`config.mk`:
```
export PLATFORM = sky130hd
export DESIGN_NAME = serial_cmp_ctrl
export DESIGN_NICKNAME = d
export VERILOG_FILES = /design/src/rtl/serial_cmp_ctrl.sv
export SDC_FILE = /design/constraint.sdc
export NUM_CORES = 1
export LEC_CHECK = 0
export CORE_AREA = 2 2 56 58
export CTS_CLUSTER_SIZE = 14
export DETAILED_ROUTE_END_ITERATION = 8
export DIE_AREA = 0 0 58 60
export GPL_TIMING_DRIVEN = 0
export PLACE_DENSITY = 0.78
export SETUP_SLACK_MARGIN = 0.05
export SLEW_MARGIN = 5
export SYNTH_ARGS = -nofsm -noshare
export SYNTH_HDL_FRONTEND = slang
export SYNTH_SLANG_ARGS = --single-unit
```
`constraint.sdc`:
```
create_clock -name clk -period 1.3 [get_ports clk]
set_input_delay 0.26 -clock clk [delete_from_list [all_inputs] [get_ports clk]]
set_output_delay 0.26 -clock clk [all_outputs]
set_load 0.05 [all_outputs]
```
`src/rtl/serial_cmp_ctrl.sv`:
```
// serial_cmp_ctrl
// Bit-serial magnitude-comparator controller. Latches two WIDTH-bit operands
// and walks them MSB-first through an external single-bit comparator cell.
// It stops at the first differing bit and reports a registered EQ/GT/LT
// result with a one-cycle done pulse. A non-one-hot flag set from the cell
// is reported as cmp_err.
module serial_cmp_ctrl #(
    parameter int WIDTH = 8
) (
    input  logic             clk,
    input  logic             rst,
    input  logic             start,
    input  logic [WIDTH-1:0] A,
    input  logic [WIDTH-1:0] B,
    output logic             cmp_a,
    output logic             cmp_b,
    input  logic             cmp_eq,
    input  logic             cmp_gt,
    input  logic             cmp_lt,
    output logic             busy,
    output logic             done,
    output logic             A_eq_B,
    output logic             A_gt_B,
    output logic             A_lt_B,
    output logic             cmp_err
);

    // The index must be able to hold WIDTH-1; a 1-bit operand still needs a 1-bit index.
    localparam int IDX_W = (WIDTH > 1) ? $clog2(WIDTH) : 1;

    typedef enum logic [1:0] {
        ST_IDLE = 2'd0,
        ST_RUN  = 2'd1,
        ST_DONE = 2'd2
    } state_t;

    state_t           state_r;
    logic [WIDTH-1:0] a_r;
    logic [WIDTH-1:0] b_r;
    logic [IDX_W-1:0] idx_r;
    logic             eq_r;
    logic             gt_r;
    logic             lt_r;
    logic             err_r;
    logic [2:0]       flags_s;

    // A healthy comparator cell raises exactly one of eq/gt/lt.
    function automatic logic is_one_hot3(input logic [2:0] v);
        is_one_hot3 = (v == 3'b001) || (v == 3'b010) || (v == 3'b100);
    endfunction

    assign flags_s = {cmp_eq, cmp_gt, cmp_lt};

    // Controller FSM: operand capture, MSB-first walk and result registers.
    always_ff @(posedge clk) begin
        if (rst) begin
            state_r <= ST_IDLE;
            a_r     <= '0;
            b_r     <= '0;
            idx_r   <= '0;
            eq_r    <= 1'b0;
            gt_r    <= 1'b0;
            lt_r    <= 1'b0;
            err_r   <= 1'b0;
        end else begin
            case (state_r)
                ST_IDLE, ST_DONE: begin
                    if (start) begin
                        a_r     <= A;
                        b_r     <= B;
                        idx_r   <= IDX_W'(WIDTH - 1);
                        eq_r    <= 1'b0;
                        gt_r    <= 1'b0;
                        lt_r    <= 1'b0;
                        err_r   <= 1'b0;
                        state_r <= ST_RUN;
                    end else begin
                        // DONE lasts exactly one cycle; results keep their values.
                        state_r <= ST_IDLE;
                    end
                end
                ST_RUN: begin
                    if (!is_one_hot3(flags_s)) begin
                        err_r   <= 1'b1;
                        eq_r    <= 1'b0;
                        gt_r    <= 1'b0;
                        lt_r    <= 1'b0;
                        state_r <= ST_DONE;
                    end else if (cmp_gt) begin
                        gt_r    <= 1'b1;
                        state_r <= ST_DONE;
                    end else if (cmp_lt) begin
                        lt_r    <= 1'b1;
                        state_r <= ST_DONE;
                    end else if (idx_r == IDX_W'(0)) begin
                        // Last bit equal as well: operands are equal.
                        eq_r    <= 1'b1;
                        state_r <= ST_DONE;
                    end else begin
                        idx_r   <= idx_r - IDX_W'(1);
                        state_r <= ST_RUN;
                    end
                end
                default: begin
                    state_r <= ST_IDLE;
                end
            endcase
        end
    end

    // Present the current bit pair to the comparator cell only while walking.
    always_comb begin
        cmp_a = 1'b0;
        cmp_b = 1'b0;
        if (state_r == ST_RUN) begin
            cmp_a = a_r[idx_r];
            cmp_b = b_r[idx_r];
        end else begin
            cmp_a = 1'b0;
            cmp_b = 1'b0;
        end
    end

    assign busy    = (state_r == ST_RUN);
    assign done    = (state_r == ST_DONE);
    assign A_eq_B  = eq_r;
    assign A_gt_B  = gt_r;
    assign A_lt_B  = lt_r;
    assign cmp_err = err_r;

endmodule
```
# After elaboration in Yosys (flattened, before gate mapping)
# Cells that the tools add are included.
# op_classes
magnitude_cmp	1
mux	33
reduce_logical	12
add_sub_neg	1
n_eq_ne	16
# op_table
op	n
1-bit two-way mux	16
3-bit two-way mux	5
3-bit != test (second input constant)	4
2-bit != test (second input constant)	5
2-bit two-way mux	4
1-bit case mux with 2 select lines	4
1-bit binary-select mux with 3-bit select	2
3-bit case mux with 2 select lines	1
3-bit AND reduction	2
6-bit AND reduction	1
5-bit AND reduction	1
3-bit by 4-bit < comparator with 1-bit output (second input constant)	1
2-bit case mux with 2 select lines	1
4-bit AND reduction	1
3-bit by 1-bit equality test with 1-bit output (second input constant)	1
3-bit by 2-bit equality test with 1-bit output (second input constant)	1
3-bit equality test (second input constant)	1
3-bit zero test	1
3-bit by 2-bit != test with 1-bit output (second input constant)	1
3-bit by 1-bit subtractor with 3-bit output (second input constant)	1
2-bit by 1-bit equality test with 1-bit output (second input constant)	1
2-bit equality test (second input constant)	1
2-bit zero test	1
1-bit logical OR	2
4 further kinds	4
# word_totals
word_cells	71
inputBits	22
ff_bits	25
out_inout_bits	8

# Longest topological paths before layout
# Gate-level depths: netlist of run 1.
# depth
ltp_word	6
mapped_depth	6

# Worst setup path before layout of run 1
# No wires, ideal clock.
# synth_path
path_kind	reg-to-output
from	register idx_r[1]
to	output port cmp_a
stages_incl_launch_ff	5
path_buffers	1
t_required_ns	1.040
t_arrival_ns	1.590
setup_slack_ns	-0.550
cell_sequence	dfxtp_1 -> buf_2 -> mux4_2 -> nand2_1 -> a21oi_1
# synth_via
elab_chain_cells	3
# synth_lines
element	line_no	text
start: declaration	40	logic [IDX_W-1:0] idx_r;
start signal: assignment	71	idx_r <= IDX_W'(WIDTH - 1);
start signal: assignment	100	idx_r <= idx_r - IDX_W'(1);
1-bit binary-select mux with 3-bit select	116	cmp_a = a_r[idx_r];
1-bit two-way mux (implied by the code)	116	
1-bit two-way mux	115	if (state_r == ST_RUN) begin
end: declaration	15	output logic cmp_a,
# Every way passes these cells. The select of a mux whose other input is x is not followed.

# Worst setup path after layout of run 1
# layout_path
from	register idx_r[1]
to	output port cmp_b
# layout_via
elab_chain_cells	3
# layout_lines
element	line_no	text
1-bit binary-select mux with 3-bit select	117	cmp_b = b_r[idx_r];
1-bit two-way mux (implied by the code)	117	
1-bit two-way mux	115	
end: declaration	16	output logic cmp_b,
# Every way passes these cells. The select of a mux whose other input is x is not followed.

==> results.rst, run 1 <==
.. list-table::
   :header-rows: 1

   * - Metric
     - Value
   * - Violations in the final reports
     - setup timing
   * - Die Height
     - 60 um
   * - Number of instances in the synthesized netlist
     - 130
   * - Number of placement rows
     - 20
   * - Global-route wire length before repair
     - 4420 um
   * - Worst setup slack after layout
     - -0.562 ns
   * - Count of different cell masters after synthesis
     - 28
   * - Final Hold Fails
     - 0
   * - Placeable Area
     - 2900 um^2
   * - Met2 global-route usage
     - 31.7%
   * - Antenna diode instance count
     - 0
   * - Initial standard-cell utilization of the core
     - 39.4%
   * - Post-synth EDFFs
     - 0
   * - Final clock skew
     - 0.00298 ns
   * - Top cells by instance count after synthesis
     - 38 x sky130_fd_sc_hd__nand2_1, 25 x sky130_fd_sc_hd__dfxtp_1, 20 x sky130_fd_sc_hd__a21oi_1
   * - Critical path data required time
     - 1.04 ns
   * - Met1 track demand over resource in global routing
     - 18.4%
   * - CP bufs+invs
     - 1
   * - Area Overhead vs Synth
     - 49.6%
   * - # DRC
     - 0
   * - Clock Sink Count
     - 25
   * - Top delay family on crit path
     - multiplexers
   * - Arrival time reported for the critical path endpoint
     - 1.60 ns
   * - Number of detailed-routing iterations run before antenna repair
     - 4
   * - Clock buffers created by TritonCTS
     - 3
   * - Endpoint of the most critical register-to-register path
     - A_eq_B
   * - Antenna violations before repair
     - 0
   * - DRT antenna net count
     - 0
   * - Hold path startpoint
     - rst
   * - Final Routed Wirelength
     - 2970 um
   * - Worst voltage drop across the vdd grid
     - 663 uV
   * - Static Leak
     - 0.636 nW
   * - Area contributors post-synth
     - sky130_fd_sc_hd__dfxtp_1 44%, sky130_fd_sc_hd__nand2_1 12%, sky130_fd_sc_hd__a21oi_1 8.7%
   * - Clock Tree Buf Depth
     - 2
   * - Die width
     - 58 um
   * - Number of setup violations in the final report
     - 8
   * - Transition time of the tightest slew-check pin
     - 0.517 ns
   * - Count of yosys warnings during synthesis
     - 0
   * - Max FO, Critical Path
     - 5
   * - Portion of the post-synthesis area used by sequential elements
     - 43.7%
   * - Number of global-route vias before repair
     - 1055
   * - Reported max-cap violation count
     - 0
   * - Endpoint, Worst Hold
     - A_lt_B
   * - Total of hold buffers inserted after clock tree synthesis
     - 0
   * - Final Total Pwr
     - 1.62 mW
   * - Crit-path cells
     - mux4_2 -> nand2_2 -> a21oi_4 -> buf_6
   * - Largest net degree at the start of global routing
     - 15
   * - Post-route clock period utilization
     - 143%
   * - Category of the worst setup path capture point
     - output pin
   * - Min-Delay Path Depth
     - 2
   * - Worst path max stage delay
     - 0.53 ns
   * - Grt peak-use layer
     - met2
   * - Relative max-transition margin
     - 65.5%
   * - Input/output buffers
     - 28
   * - Kind of start point of the critical path
     - flop
   * - Die Area
     - 3480 um^2
   * - Highest attainable clock frequency
     - 537 MHz
   * - Number of DRC markers after the initial detailed-route iteration
     - 28
   * - Library cell used as clock root buffer
     - sky130_fd_sc_hd__clkbuf_4
   * - CTS tree
     - done
   * - Worst Reg-to-Reg Cells
     - 6
   * - CP Class
     - flop to output pin
   * - Ratio of cells with drive above 1 in the final layout
     - 33.7%
   * - Clock-pin slew on the worst setup and hold paths
     - 0.14 ns
   * - Top-level I/O count
     - 30
   * - Area share of the largest cell type after synthesis
     - 43.7%
   * - Mean instance size in the synthesized netlist
     - 8.81 um^2
   * - Syn Std Cell Area
     - 1140 um^2
   * - Slowest cell on the critical path
     - sky130_fd_sc_hd__mux4_2
   * - Global router's overall resource usage
     - 17.0%
   * - Class of the tightest hold or removal check
     - primary input to flop
   * - Clk Latency, worst-skew pair
     - 0.33 ns
   * - Cell accounting for the most synthesized area
     - sky130_fd_sc_hd__dfxtp_1
   * - Number of max-slew violations in the final report
     - 0
   * - Shortest period the worst path allows
     - 1.86 ns
   * - Most repeated cell in the gate-level netlist after synthesis
     - sky130_fd_sc_hd__nand2_1
   * - Final net count
     - 197
   * - Result of the run
     - complete, but fails checks
   * - Post-layout utilization of the core
     - 59.0%
   * - Predominant post-synthesis flop cell
     - sky130_fd_sc_hd__dfxtp_1
   * - Synthesized Nets
     - 154
   * - Ratio of routed vias to standard cells
     - 5.41
   * - GR Overflow Total
     - 0
   * - Worst setup slack for register-to-register paths
     - -0.25 ns
   * - Total of flip-flops plus latches after synthesis
     - 25
   * - Cell Pwr Density
     - 944 nW/um^2
   * - RD Place Congestion
     - 0.833
   * - RSZ-0062 raised after global routing
     - yes
   * - H-tree level count
     - 1
   * - Number of vias after detailed routing
     - 1110
   * - Grt met3 use
     - 2.16%
   * - Average wire per cell in the routed design
     - 14.5 um
   * - Reg2Reg Launch Point
     - idx_r[1]
   * - Share of flip-flops with an asynchronous set or reset after synthesis
     - 0%
   * - Half-perimeter wire length after placement
     - 1950 um
==> per-layer routing <==
| layer | share of wire, % | vias to the layer above |
|---|---|---|
| met3 | 3.3 | 11 |
| met5 | 0 | - |
| met4 | 3.1 | 0 |
| li1 | - | 538 |
| met1 | 41 | 528 |
| met2 | 53 | 33 |
==> flip-flops by register name, summed over array words and instances, names as in the netlist <==
register  cells
a_r           8
A_gt_B        1
A_lt_B        1
state_r       2
idx_r         3
A_eq_B        1
cmp_err       1
b_r           8
==> stage by stage <==
stage | setup TNS, ns | cells | area [um^2] | hold slack (ns) | setup WS [ns]
after floorplan | -0.303 | 130 | 1190 | 0.396 | -0.104
after global placement | -8.29 | 191 | 1510 | 0.441 | -0.779
after detailed placement | -9.08 | 191 | 1510 | 0.448 | -0.793
after CTS | -1.70 | 200 | 1620 | 0.293 | -0.582
after global routing | -2.45 | 205 | 1710 | 0.372 | -0.622
final | -1.91 | 205 | 1710 | 0.353 | -0.562
==> cell usage in the layout (no fill, tap or decap), types with 2 or more instances in the layout <==
cell type                         synthesis  layout
sky130_fd_sc_hd__clkdlybuf4s50_1          0      18
sky130_fd_sc_hd__clkbuf_4                 0       4
sky130_fd_sc_hd__a21oi_4                  0       2
sky130_fd_sc_hd__a22oi_1                  2       2
sky130_fd_sc_hd__a21oi_1                 20      18
sky130_fd_sc_hd__nand2_1                 38      34
sky130_fd_sc_hd__buf_6                    0       7
sky130_fd_sc_hd__nor2b_1                  2       2
sky130_fd_sc_hd__nand2_2                  0       4
sky130_fd_sc_hd__dfxtp_1                 25      21
sky130_fd_sc_hd__a311oi_1                 3       2
sky130_fd_sc_hd__buf_2                    5       5
sky130_fd_sc_hd__dfxtp_4                  0       3
sky130_fd_sc_hd__ha_4                     0       2
sky130_fd_sc_hd__inv_4                    0       2
sky130_fd_sc_hd__buf_4                    0      10
sky130_fd_sc_hd__dlygate4sd2_1            0       2
sky130_fd_sc_hd__a211oi_2                 1       3
sky130_fd_sc_hd__clkbuf_1                 2       2
sky130_fd_sc_hd__mux4_2                   4       4
sky130_fd_sc_hd__nand3_1                  2       2
sky130_fd_sc_hd__nand2b_4                 2       2
==> worst register-to-register path: cells and delay by family, from the launching register on <==
kind                       cells  cell delay (ns)
buffers and inverters          2             0.23
AOI/OAI and AO/OA              1             0.18
DFF                            1             0.40
and+or+nand+nor                2             0.54
adders and majority gates      1             0.14
==> cell type report <==
cell class                      count  area, um^2
Clock inverter                      1        5.00
Sequential cell                    25         513
Timing Repair Buffer               39         359
Fill cell                         234        1190
Inverter                            4        23.8
Buffer                              7        36.3
Clock buffer                        3        22.5
Tap cell                           33        41.3
Multi-Input combinational cell     93         712
==> logic make-up (layout without fill, tap and decap cells) <==
group / Yosys count / count (layout) / synth area share (%)
AND/OR/NAND/NOR: 55 / 55 / 24.0
AO/OA/AOI/OAI: 31 / 31 / 16.9
flip-flops: 25 / 25 / 43.7
buffers and inverters: 12 / 54 / 4.48
multiplexers: 4 / 4 / 7.87
adder cells (fa/ha/maj): 2 / 2 / 2.19
XOR/XNOR: 1 / 1 / 0.765
==> worst max-delay path by stage <==
stage	from	to	slack [ns]	cells after the start
2_1_floorplan	idx_r[1]	cmp_a	-0.10	4
3_3_place_gp	idx_r[1]	cmp_b	-0.78	5
3_5_place_dp	idx_r[1]	cmp_b	-0.79	5
4_1_cts	idx_r[1]	cmp_b	-0.58	4
5_1_grt	idx_r[2]	cmp_b	-0.62	4
6_report	idx_r[1]	cmp_b	-0.56	4
==> where the power goes <==
group / internal (mW) / leakage, nW / switching, mW / total [mW]
clock network: 0.116 / 0.0177 / 0.242 / 0.357
logic: 0.210 / 0.410 / 0.201 / 0.411
registers: 0.810 / 0.208 / 0.0392 / 0.849
==> repair_timing <==
item                       CTS  global route
setup endpoints to repair   24            22
pin swaps                    8             5
buffers inserted             6             6
gates resized for setup     69            12
No activity file was read; power rests on OpenSTA's default activity.
==> run 2, diff against run 1 <==
--- a/config.mk
+++ b/config.mk
@@ -5,12 +5,14 @@
 export SDC_FILE = /design/constraint.sdc
 export NUM_CORES = 1
 export LEC_CHECK = 0
-export CORE_AREA = 2 2 56 58
+export ABC_AREA = 1
+export CORE_AREA = 2 2 57 59
+export CTS_BUF_LIST = sky130_fd_sc_hd__clkbuf_8
 export CTS_CLUSTER_SIZE = 14
 export DETAILED_ROUTE_END_ITERATION = 8
-export DIE_AREA = 0 0 58 60
+export DIE_AREA = 0 0 59 61
 export GPL_TIMING_DRIVEN = 0
-export PLACE_DENSITY = 0.78
+export PLACE_DENSITY = 0.77
 export SETUP_SLACK_MARGIN = 0.05
 export SLEW_MARGIN = 5
 export SYNTH_ARGS = -nofsm -noshare
==> run 2 against run 1 <==
  * The run still ends with setup timing left
  * Clock skew decreased by 0.0018 ns
  * Via count grew 9.2%
  * Area after synthesis rose by 2.8%
  * Critical path depth up 3
  * Cell count rose by 20%
  * Wire length fell by 3.3%
  * Die area rose by 3.4%
  * Register-to-register slack improved by 0.17 ns
  * Sequential power rose by 2%
  * Fmax grew 10%
  * Highest routed layer unchanged
==> results.rst, run 2 <==
.. list-table::
   :header-rows: 1

   * - Metric
     - Value
   * - H-tree level count
     - 1 (unchanged)
   * - Critical path data required time
     - 1.04 ns (about the same)
   * - Shortest period the worst path allows
     - 1.69 ns (-0.174 ns)
   * - Category of the worst setup path capture point
     - output pin
   * - Relative max-transition margin
     - 82.8% (+17 points)
   * - Static Leak
     - 0.772 nW (+21%)
   * - Clock buffers created by TritonCTS
     - 3 (unchanged)
   * - Reported max-cap violation count
     - 0 (unchanged)
   * - Average wire per cell in the routed design
     - 11.7 um (-19%)
   * - Post-placement worst setup slack
     - -0.717 ns (+0.0754 ns)
   * - Violations in the final reports
     - setup timing
   * - Predominant post-synthesis flop cell
     - sky130_fd_sc_hd__dfxtp_1
   * - Arrival time reported for the critical path endpoint
     - 1.43 ns (-0.17 ns)
   * - Clock-pin slew on the worst setup and hold paths
     - 0.09 ns (-0.05 ns)
   * - Standard cell area after detailed placement
     - 1540 um^2 (+2.0%)
   * - Portion of the post-synthesis area used by sequential elements
     - 42.5% (-1.2 points)
   * - Share of flip-flops with an asynchronous set or reset after synthesis
     - 0% (unchanged)
   * - Worst-case hold slack
     - 0.456 ns (+0.103 ns)
   * - Worst setup slack after layout
     - -0.388 ns (+0.174 ns)
   * - Post-route clock period utilization
     - 130% (-13 points)
   * - Top cells by instance count after synthesis
     - 53 x sky130_fd_sc_hd__nor2_1, 25 x sky130_fd_sc_hd__dfxtp_1, 19 x sky130_fd_sc_hd__nand2_1
   * - # DRC
     - 0 (unchanged)
   * - Library cell used as clock root buffer
     - sky130_fd_sc_hd__clkbuf_8
   * - Most repeated cell in the gate-level netlist after synthesis
     - sky130_fd_sc_hd__nor2_1
   * - Number of max-slew violations in the final report
     - 0 (unchanged)
   * - Transition time of the tightest slew-check pin
     - 0.261 ns (-0.256 ns)
   * - Total of hold buffers inserted after clock tree synthesis
     - 0 (unchanged)
   * - Ratio of routed vias to standard cells
     - 4.95 (-8.6%)
   * - Worst voltage drop across the vdd grid
     - 466 uV (-30%)
   * - RD Place Congestion
     - 0.799 (-4.1%)
   * - Cell Pwr Density
     - 1030 nW/um^2 (+8.8%)
   * - Number of placement rows
     - 20 (unchanged)
   * - Antenna violations before repair
     - 0 (unchanged)
   * - Final net count
     - 237 (+20%)
   * - Clock Tree Buf Depth
     - 2 (unchanged)
   * - Post-synth EDFFs
     - 0 (unchanged)
   * - Final Hold Fails
     - 0 (unchanged)
   * - RSZ-0062 raised after global routing
     - yes
   * - Final Routed Wirelength
     - 2870 um (-3.3%)
   * - GR Overflow Total
     - 0 (unchanged)
   * - Global router's overall resource usage
     - 17.2% (+0.24 points)
   * - Worst setup slack for register-to-register paths
     - -0.08 ns (+0.17 ns)
   * - Input/output buffers
     - 29 (+3.6%)
   * - Count of yosys warnings during synthesis
     - 0 (unchanged)
   * - Total non-filler cell area in the finished layout
     - 1800 um^2 (+4.9%)
   * - Syn Std Cell Area
     - 1180 um^2 (+2.8%)
   * - Die width
     - 59 um (+1.7%)
   * - Half-perimeter wire length after placement
     - 1880 um (-4.0%)
   * - Cell accounting for the most synthesized area
     - sky130_fd_sc_hd__dfxtp_1
   * - Area share of the largest cell type after synthesis
     - 42.5% (-1.2 points)
   * - Global-route wire length before repair
     - 4710 um (+6.4%)
   * - Final clock skew
     - 0.00113 ns (-0.00185 ns)
   * - Number of detailed-routing iterations run before antenna repair
     - 4 (unchanged)
   * - Kind of start point of the critical path
     - flop
   * - DRT antenna net count
     - 0 (unchanged)
   * - Max FO, Critical Path
     - 5 (unchanged)
   * - Clock Sink Count
     - 25 (unchanged)
   * - Class of the tightest hold or removal check
     - flop to flop
   * - Number of DRC markers after the initial detailed-route iteration
     - 20 (-29%)
   * - Mean instance size in the synthesized netlist
     - 6.97 um^2 (-21%)
   * - Result of the run
     - complete, but fails checks
   * - Area contributors post-synth
     - sky130_fd_sc_hd__dfxtp_1 43%, sky130_fd_sc_hd__nor2_1 17%, sky130_fd_sc_hd__o21ai_0 7.2%
   * - CP Class
     - flop to output pin
   * - Clk Latency, worst-skew pair
     - 0.27 ns (-0.06 ns)
   * - Leading cell type in the layout, fill and taps excluded
     - sky130_fd_sc_hd__nor2_1
   * - Number of instances in the synthesized netlist
     - 169 (+30%)
   * - Placed Instances
     - 231 (+21%)
   * - Highest attainable clock frequency
     - 592 MHz (+10%)
   * - Synthesized Nets
     - 193 (+25%)
   * - Total of flip-flops plus latches after synthesis
     - 25 (unchanged)
   * - Antenna diode instance count
     - 0 (unchanged)
   * - Registers with the highest flip-flop counts
     - a_r x8, b_r x8, idx_r x3
   * - Commonest cells after routing, fill and taps aside
     - 46 x sky130_fd_sc_hd__nor2_1, 21 x sky130_fd_sc_hd__dfxtp_1, 18 x sky130_fd_sc_hd__clkdlybuf4s50_1
   * - Die Height
     - 61 um (+1.7%)
   * - Number of setup violations in the final report
     - 5 (-3)
   * - Ratio of cells with drive above 1 in the final layout
     - 29.7% (-4.0 points)
   * - Initial standard-cell utilization of the core
     - 39.9% (+0.43 points)
   * - Number of vias after detailed routing
     - 1212 (+9.2%)
   * - Cell Count, Final, Fillers Out
     - 245 (+20%)
   * - Count of different cell masters after synthesis
     - 23 (-18%)
   * - Largest net degree at the start of global routing
     - 15 (unchanged)
   * - Number of global-route vias before repair
     - 1075 (+1.9%)
   * - Top-level I/O count
     - 30 (unchanged)
   * - Placeable Area
     - 2950 um^2 (+1.7%)
   * - Area Overhead vs Synth
     - 52.6%
   * - CTS tree
     - done
   * - Die Area
     - 3600 um^2 (+3.4%)
## run 2: changes by cell type after synthesis, sizes merged, moves of 4 or more
cell	change
nand3	+4
o21ai	+25
a21oi	-14
inv	+11
nor2	+55
nand2	-15
a211oi	-4
mux4	-4
## run 2: cell families after synthesis
kind of cell	count (synthesis)	synth area share (%)
buffers and inverters	20	7.23
flip-flops	25	42.5
AND/OR/NAND/NOR	87	32.3
adder cells (fa/ha/maj)	2	2.13
AO/OA/AOI/OAI	35	15.8
## run 2: layer usage
layer	global-route usage [%]	share of wire, %	vias up
met3	0.853	3.2	4
met2	30.2	51	25
li1	-	-	632
met5	0	0	-
met1	22.0	45	551
met4	7.79	1.3	0
## run 2: where the power goes
group	switching [mW]	internal, mW
clock	0.248	0.214
combinational	0.289	0.229
sequential	0.0414	0.824
## run 2: final timing paths
check,cells past startpoint,end,from
worst max register to register,11,idx_r[2],idx_r[0]
worst min register to register,2,A_eq_B,A_eq_B
worst max-delay path,7,cmp_a,idx_r[0]
worst min-delay path,2,A_eq_B,A_eq_B
## run 2: cell type report
type	instances	area [um^2]
inverter	15	80.1
clock buffer	3	41.3
fill	271	1160
tap	33	41.3
timing repair buffer	39	384
buffer	5	33.8
sequential	25	513
multi-input combinational	124	698
clock inverter	1	5.00
## run 2: repair_timing
item	4_1_cts	5_1_grt
setup buffers	7	3
pin swaps	8	10
resized for setup	63	36
gates cloned	1	0
endpoints found under the hold margin	0	0
setup endpoints to repair	13	32
## run 2: per-stage QoR
step / power [mW] / util [%] / TNS [ns]
after floorplan: 1.16 / - / -0.116
after global placement: 1.30 / 52.1 / -5.97
after detailed placement: 1.31 / 52.1 / -6.27
after CTS: 1.81 / 57.6 / -1.07
after global routing: 1.94 / 60.8 / -1.58
final: 1.85 / 60.8 / -0.968
## run 2: critical path, cell delays in order (launching register included)
cell                      delay (ns)
sky130_fd_sc_hd__dfxtp_2        0.33
sky130_fd_sc_hd__buf_2          0.15
sky130_fd_sc_hd__buf_4          0.13
sky130_fd_sc_hd__nor2_1         0.09
sky130_fd_sc_hd__o22ai_1        0.08
sky130_fd_sc_hd__nor2_1         0.17
sky130_fd_sc_hd__nor2_4         0.06
sky130_fd_sc_hd__buf_8          0.15
==> run 3, diff against run 2 <==
--- a/config.mk
+++ b/config.mk
@@ -11,7 +11,6 @@
 export CTS_CLUSTER_SIZE = 14
 export DETAILED_ROUTE_END_ITERATION = 8
 export DIE_AREA = 0 0 59 61
-export GPL_TIMING_DRIVEN = 0
 export PLACE_DENSITY = 0.77
 export SETUP_SLACK_MARGIN = 0.05
 export SLEW_MARGIN = 5
==> run 3 against run 2 <==
  * The run still ends with setup timing left
  * Fmax is 1.7% higher
  * Core utilization is 2.3 points higher
  * Wire length decreased by 9.5%
  * Critical path depth unchanged
  * First-iteration DRC count grew 25%
  * Non-clock buffer count down 2
  * Worst hold slack worse by 0.039 ns
  * Final area rose by 3.8%
  * Largest power group unchanged
==> results.rst, run 3 (same netlist as run 2, synthesis figures left out) <==
.. list-table::
   :header-rows: 1

   * - Metric
     - Value
   * - Clock Tree Buf Depth
     - 2 (unchanged)
   * - Number of detailed-routing iterations run before antenna repair
     - 4 (unchanged)
   * - Initial standard-cell utilization of the core
     - 39.9% (unchanged)
   * - Leading cell type in the layout, fill and taps excluded
     - sky130_fd_sc_hd__nor2_1
   * - CTS tree
     - done
   * - Number of setup violations in the final report
     - 4 (-1)
   * - Area Overhead vs Synth
     - 58.3%
   * - Number of DRC markers after the initial detailed-route iteration
     - 25 (+25%)
   * - Final clock skew
     - 0.00191 ns (+0.000781 ns)
   * - Result of the run
     - complete, but fails checks
   * - Max FO, Critical Path
     - 10 (+5)
   * - Top delay family on crit path
     - buffers and inverters
   * - Final net count
     - 235 (-0.84%)
   * - Die Area
     - 3600 um^2 (unchanged)
   * - Commonest cells after routing, fill and taps aside
     - 48 x sky130_fd_sc_hd__nor2_1, 21 x sky130_fd_sc_hd__dfxtp_1, 18 x sky130_fd_sc_hd__clkdlybuf4s50_1
   * - Post-placement worst setup slack
     - -0.176 ns (+0.542 ns)
   * - Hold path startpoint
     - cmp_eq
   * - Category of the worst setup path capture point
     - output pin
   * - Top-level I/O count
     - 30 (unchanged)
   * - CP Class
     - flop to output pin
   * - Shortest period the worst path allows
     - 1.66 ns (-0.0289 ns)
   * - Clock buffers created by TritonCTS
     - 3 (unchanged)
   * - Reported max-cap violation count
     - 0 (unchanged)
   * - Library cell used as clock root buffer
     - sky130_fd_sc_hd__clkbuf_8
   * - Worst-case hold slack
     - 0.416 ns (-0.0394 ns)
   * - Antenna diode instance count
     - 0 (unchanged)
   * - RSZ-0062 raised after global routing
     - yes
   * - Average wire per cell in the routed design
     - 10.7 um (-8.7%)
   * - Number of global-route vias before repair
     - 1044 (-2.9%)
   * - Crit-path cells
     - buf_12 -> inv_8 -> nor2_1 -> o211ai_1 -> nand2_1 -> nor2_4 -> buf_12
   * - # DRC
     - 0 (unchanged)
   * - Cell Count, Final, Fillers Out
     - 243 (-0.82%)
   * - Placeable Area
     - 2950 um^2 (unchanged)
   * - Launch point of the critical path
     - idx_r[0]
   * - Final Hold Fails
     - 0 (unchanged)
   * - Cell Pwr Density
     - 1010 nW/um^2 (-1.6%)
   * - Die Height
     - 61 um (unchanged)
   * - Relative max-transition margin
     - 84.8% (+2.0 points)
   * - Kind of start point of the critical path
     - flop
   * - Largest net degree at the start of global routing
     - 24 (+9)
   * - Summed negative setup slack over all endpoints
     - -0.763 ns (+0.205 ns)
   * - Slowest cell on the critical path
     - sky130_fd_sc_hd__dfxtp_2
   * - DRT antenna net count
     - 0 (unchanged)
   * - Critical path data required time
     - 1.04 ns (about the same)
   * - H-tree level count
     - 1 (unchanged)
   * - Number of max-slew violations in the final report
     - 0 (unchanged)
   * - Global router's overall resource usage
     - 16.0% (-1.2 points)
   * - Transition time of the tightest slew-check pin
     - 0.227 ns (-0.0335 ns)
   * - CP bufs+invs
     - 3 (unchanged)
   * - Standard cell area after detailed placement
     - 1710 um^2 (+11%)
   * - Clk Latency, worst-skew pair
     - 0.27 ns (about the same)
   * - Cell repeated most along the worst path
     - sky130_fd_sc_hd__buf_12
   * - Die width
     - 59 um (unchanged)
   * - Post-layout utilization of the core
     - 63.1% (+2.3 points)
   * - Arrival time reported for the critical path endpoint
     - 1.40 ns (-0.03 ns)
   * - Placed Instances
     - 237 (+2.6%)
   * - Worst setup slack after layout
     - -0.359 ns (+0.0289 ns)
   * - GR Overflow Total
     - 0 (unchanged)
   * - Global-route wire length before repair
     - 4390 um (-6.7%)
   * - Number of vias after detailed routing
     - 1165 (-3.9%)
   * - Reg2Reg Launch Point
     - idx_r[0]
   * - Registers with the highest flip-flop counts
     - a_r x8, b_r x8, idx_r x3
   * - Ratio of cells with drive above 1 in the final layout
     - 26.7% (-3.1 points)
   * - Total non-filler cell area in the finished layout
     - 1860 um^2 (+3.8%)
   * - Worst path max stage delay
     - 0.34 ns (about the same)
   * - Ratio of routed vias to standard cells
     - 4.79 (-3.1%)
   * - Post-route clock period utilization
     - 128% (-2.2 points)
   * - RD Place Congestion
     - 0.834 (+4.3%)
   * - Highest attainable clock frequency
     - 603 MHz (+1.7%)
   * - Total of hold buffers inserted after clock tree synthesis
     - 0 (unchanged)
   * - Half-perimeter wire length after placement
     - 1880 um (+0.14%)
   * - Clock Sink Count
     - 25 (unchanged)
   * - Final Total Pwr
     - 1.88 mW (+2.1%)
   * - Violations in the final reports
     - setup timing
   * - Input/output buffers
     - 29 (unchanged)
   * - Worst voltage drop across the vdd grid
     - 457 uV (-2.1%)
   * - Number of placement rows
     - 20 (unchanged)
   * - Clock-pin slew on the worst setup and hold paths
     - 0.09 ns (about the same)
   * - Static Leak
     - 0.799 nW (+3.5%)
   * - Antenna violations before repair
     - 0 (unchanged)
   * - Class of the tightest hold or removal check
     - primary input to flop
   * - Final Routed Wirelength
     - 2600 um (-9.5%)
==> run 3: final timing paths <==
path | to | slack, ns | cells past startpoint
max reg2reg | idx_r[2] | -0.03 | 8
max | cmp_a | -0.36 | 7
min reg2reg | a_r[6] | 0.49 | 2
min | state_r[1] | 0.42 | 4
==> run 3: final cells by class <==
| type | count | area (um^2) |
|---|---|---|
| clock buffers | 3 | 41.3 |
| inverters | 15 | 73.8 |
| repair buffers | 42 | 524 |
| flip-flops and latches | 25 | 513 |
| well taps | 33 | 41.3 |
| clock inverters | 1 | 7.51 |
| fillers | 245 | 1090 |
| multi-input cells | 124 | 663 |
==> run 3: worst register-to-register path: cells and delay by family (launching register included) <==
kind	cells	cell delay, ns
AO/OA/AOI/OAI	2	0.23
buffers and inverters	3	0.31
adder cells (fa/ha/maj)	1	0.20
flip-flops	1	0.35
AND/OR/NAND/NOR	2	0.14
==> run 3: power breakdown <==
group / internal, mW / total [mW] / switching (mW) / leakage (nW)
registers: 0.824 / 0.869 / 0.0452 / 0.209
logic: 0.266 / 0.541 / 0.276 / 0.568
clock network: 0.217 / 0.474 / 0.257 / 0.0217
==> run 3: what timing repair did <==
item / in CTS / in global routing
gates resized for setup: 11 / 24
cloned: 0 / 0
buffers inserted: 0 / 2
endpoints found under the setup margin: 8 / 12
hold endpoints to repair: 0 / 0
pin swaps: 8 / 7
==> run 3: per-layer routing <==
layer  global-route usage (%)  wire length [um]  vias to the layer above
met5                        0                 0                        -
met4                     7.79                48                        0
met3                     1.92                73                        4
met2                     26.8              1190                       19
met1                     20.5              1290                      518
li1                         -                 -                      624
